$ cat config.mk
export PLATFORM = sky130hd
export DESIGN_NAME = priority_encoder_8to3
export DESIGN_NICKNAME = d
export VERILOG_FILES = /design/src/rtl/priority_encoder_8to3.sv
export SDC_FILE = /design/constraint.sdc
export NUM_CORES = 1
export LEC_CHECK = 0
export BUFFER_PORTS_ARGS = -buffer_cell sky130_fd_sc_hd__buf_2
export CORE_AREA = 4 4 41 43
export CTS_CLUSTER_DIAMETER = 200
export DETAILED_ROUTE_END_ITERATION = 8
export DIE_AREA = 0 0 45 47
export GPL_ROUTABILITY_DRIVEN = 0
export GPL_TIMING_DRIVEN = 1
export SYNTH_ARGS = -nofsm -noshare
export SYNTH_HDL_FRONTEND = slang
export SYNTH_SLANG_ARGS = --single-unit
$ cat constraint.sdc
create_clock -name clk -period 0.89 [get_ports clk]
set_input_delay 0.267 -clock clk [delete_from_list [all_inputs] [get_ports clk]]
set_output_delay 0.267 -clock clk [all_outputs]
set_load 0.005 [all_outputs]
$ cat src/rtl/priority_encoder_8to3.sv
// Highest-priority encoder: reports the index of the most-significant set
// bit of a request vector, with a valid flag and a one-hot grant.
// There is no handshake. A new request vector is accepted every cycle.
// With REG_OUT=1 the outputs are registered, giving one cycle of latency.
// With REG_OUT=0 the outputs follow `in` combinationally.
module priority_encoder_8to3 #(
  parameter int WIDTH   = 8,
  parameter int OUT_W   = $clog2(WIDTH),
  parameter bit REG_OUT = 1'b1
) (
  input  logic             clk,
  input  logic             rst_n,
  input  logic [WIDTH-1:0] in,
  output logic [OUT_W-1:0] out,
  output logic             valid,
  output logic [WIDTH-1:0] grant
);

  logic [OUT_W-1:0] out_d;
  logic             valid_d;
  logic [WIDTH-1:0] grant_d;

  // Scan from LSB to MSB so the last (highest) set bit wins.
  always_comb begin
    out_d   = '0;
    valid_d = 1'b0;
    grant_d = '0;
    for (int i = 0; i < WIDTH; i++) begin
      if (in[i]) begin
        out_d      = OUT_W'(i);
        valid_d    = 1'b1;
        grant_d    = '0;
        grant_d[i] = 1'b1;
      end
    end
  end

  generate
    if (REG_OUT) begin : g_reg
      logic [OUT_W-1:0] out_q;
      logic             valid_q;
      logic [WIDTH-1:0] grant_q;

      // Output stage: clears asynchronously and loads the encoding each edge.
      always_ff @(posedge clk or negedge rst_n) begin
        if (!rst_n) begin
          out_q   <= '0;
          valid_q <= 1'b0;
          grant_q <= '0;
        end else begin
          out_q   <= out_d;
          valid_q <= valid_d;
          grant_q <= grant_d;
        end
      end

      assign out   = out_q;
      assign valid = valid_q;
      assign grant = grant_q;
    end else begin : g_comb
      assign out   = out_d;
      assign valid = valid_d;
      assign grant = grant_d;
    end
  endgenerate

endmodule

==> results.rst <==
.. list-table::
   :header-rows: 1

   * - Metric
     - Value
   * - Result of the run
     - finished with violations
   * - Violations in the final reports
     - setup timing
   * - Total DRC errors in the routed layout
     - 0
   * - Most instantiated cells after synthesis
     - dfrtp_1, nor2_1
   * - Area inside the core boundary
     - 1300 um^2
   * - Count of final setup violators
     - 13
   * - Layout overhead on the synthesized area
     - 58.5%
   * - Buffer levels on the longest clock path
     - 2
   * - Master cell of the clock root buffer
     - clkbuf_4
   * - Maximum achievable frequency
     - 984 MHz
   * - Total wire length
     - 818 um
   * - Maximum level of the CTS H-tree
     - 1
   * - Final worst-path cycle share
     - 114%
   * - Effective utilization at floorplan
     - 32.2%
   * - Max VDD drop
     - 0.817 mV
   * - Cell at the slowest stage of the critical path
     - dfrtp_1
   * - Min cycle time layout
     - 1.02 ns
   * - Overflow left after global routing
     - 0
   * - Number of nets with antenna violations after detailed routing
     - 0
   * - Total of warnings raised by yosys
     - 0
   * - Number of buffers and inverters on the critical path
     - 1
   * - Fraction of power consumed by combinational cells
     - 12.4%
   * - Leakage power
     - 0.344 nW
   * - Cell chain of the critical path
     - buf_2
   * - I/O pin count
     - 22
   * - Register clock-pin slew on the reported worst setup and hold paths
     - 0.07 ns
   * - CP Class
     - reg2out
   * - Switching power as a share of total power
     - 21.6%
   * - Critical path's largest stage delay
     - 0.36 ns
   * - Die X-Extent
     - 45 um
   * - Count of nets after finishing
     - 77
   * - Final-report hold violation count
     - 0
   * - Row count
     - 13
   * - Drt initial violations
     - 7
   * - Mapped Cells
     - 31
   * - Family with the most delay on the worst path
     - flip-flops
   * - Post-layout worst setup margin
     - -0.126 ns
   * - Vertical extent of the die
     - 47 um
   * - RSZ-0062 raised after global routing
     - true
   * - CTS Sinks
     - 12
   * - WL per Instance
     - 10.2 um
   * - DR pass1 iterations
     - 4
   * - Max-Cap Viols
     - 0
   * - Hold WS
     - 0.203 ns
   * - Worst Hold Class
     - in2reg
   * - Slew margin rel.
     - 82.0%
   * - WP data required
     - 0.62 ns
   * - Overall power of the completed layout
     - 1.00 mW
   * - Internal Pwr Total
     - 0.785 mW
   * - WP depth
     - 1
   * - Synthesized area divided by synthesized cell count
     - 13.5 um^2
   * - Top post-synthesis cells by area
     - dfrtp_1, nor4_4, o31ai_1
   * - Maximum number of pins on one net before global-route repair
     - 13
   * - Kind of end point of the critical path
     - output port
   * - Fraction of registers with async set/reset
     - 100%
   * - Signal arrival time at the worst endpoint
     - 0.75 ns
   * - Global-route wire length before repair
     - 1370 um
   * - Global Route Usage Sum
     - 9.89%
   * - Cell type with the largest total area after synthesis
     - dfrtp_1
   * - Sequential Power Share
     - 56.3%
   * - Fraction of post-synthesis cell area in the top cell type by area
     - 71.6%
   * - Hold-critical path depth
     - 2
   * - Fraction of the yosys area taken by sequential cells
     - 71.6%
   * - Count of input and output buffers
     - 21
   * - Detailed-route via count
     - 357
   * - Distinct cell type count of the synthesized netlist
     - 14
   * - Most used flip-flop cell after synthesis
     - dfrtp_1
   * - Post-synth EDFFs
     - 0
   * - Clock share of power
     - 31.3%
   * - Clock tree from TritonCTS
     - done
   * - Critical path peak fanout
     - 1
   * - Cell Pwr Density
     - 1510 nW/um^2
   * - Number of diodes
     - 0
   * - Vias per Instance
     - 4.46
   * - Area enclosed by the die boundary
     - 2120 um^2
   * - TritonCTS buffer count
     - 3
   * - Max Slew Vio Count
     - 0
   * - Most repeated cell in the gate-level netlist after synthesis
     - dfrtp_1
   * - Worst slew pin tran
     - 0.267 ns
   * - Post-synthesis sequential element count
     - 12
   * - Antenna violations before repair
     - 0
   * - Net count after synthesis
     - 41
   * - Net load switching power
     - 0.217 mW
   * - Number of global-route vias before repair
     - 315
   * - Critical Path Start Type
     - register
   * - Post-Syn Area
     - 419 um^2
   * - Fraction of final layout cells with drive strength greater than 1
     - 55.4%
   * - FILL cells
     - 128
metrics by stage:
step	worst slack (ns)	std cells	setup TNS [ns]	utilization, %	area, um^2
6_report	-0.126	80	-1.41	51.1	664
3_3_place_gp	-0.288	75	-1.02	46.3	603
3_5_place_dp	-0.322	75	-1.22	46.3	603
5_1_grt	-0.162	80	-1.86	51.1	664
2_1_floorplan	-0.202	31	-0.223	-	419
4_1_cts	-0.139	79	-1.53	49.8	648
power by group through the flow:
stage / registers, mW / logic [mW] / clock network (mW)
after floorplan: 0.578 / 0.0209 / 0
after global placement: 0.574 / 0.114 / 0
after detailed placement: 0.575 / 0.114 / 0
after CTS: 0.564 / 0.123 / 0.325
after global routing: 0.565 / 0.139 / 0.353
final: 0.564 / 0.124 / 0.313
cell type report:
class	count	area, um^2	share of cell area [%]
clock buffer	3	22.5	3.39
sequential	12	300	45.2
tap	15	18.8	2.82
timing repair buffer	31	199	29.9
inverter	3	11.3	1.69
multi-input combinational	16	113	16.9
logic make-up (layout without fill, tap and decap cells):
kind of cell	count (synthesis)	after routing	synth area share, %
buf+inv	3	37	2.69
compound gates	4	4	5.97
simple gates	12	12	19.7
flops	12	12	71.6
placed cells by master, fill, tap and decap left out, drive strengths merged, types with 2 or more instances in the layout:
master,netlist,layout
buf,0,30
dfrtp,12,12
nor2,3,3
clkbuf,0,3
inv,3,3
o31ai,2,2
a21oi,2,2
and2,2,2
repair_timing:
action | CTS | global route
setup buffers | 0 | 1
hold buffers | 1 | 0
pin swaps | 0 | 1
hold endpoints to repair | 12 | 0
setup endpoints to repair | 13 | 13
gates resized for setup | 2 | 2
layer usage:
layer / part of all wire (%) / global-route usage [%] / up-vias
met5: 0 / 0 / -
met4: 4.2 / 10.5 / 0
met3: 8.9 / 4.21 / 4
met2: 43 / 12.1 / 15
met1: 44 / 12.2 / 162
li1: - / - / 176
path summary, 6_finish.rpt:
check	start	endpoint
setup / recovery	grant[5]	grant[5]
max in group asynchronous	rst_n	grant[3]
min in group asynchronous	rst_n	grant[6]
hold / removal	in[1]	grant[0]
state kept, by name (all words and copies together), names as in the netlist:
| name | flops |
|---|---|
| grant | 8 |
| valid | 1 |
| out | 3 |
Power figures use the tool's default switching activity.
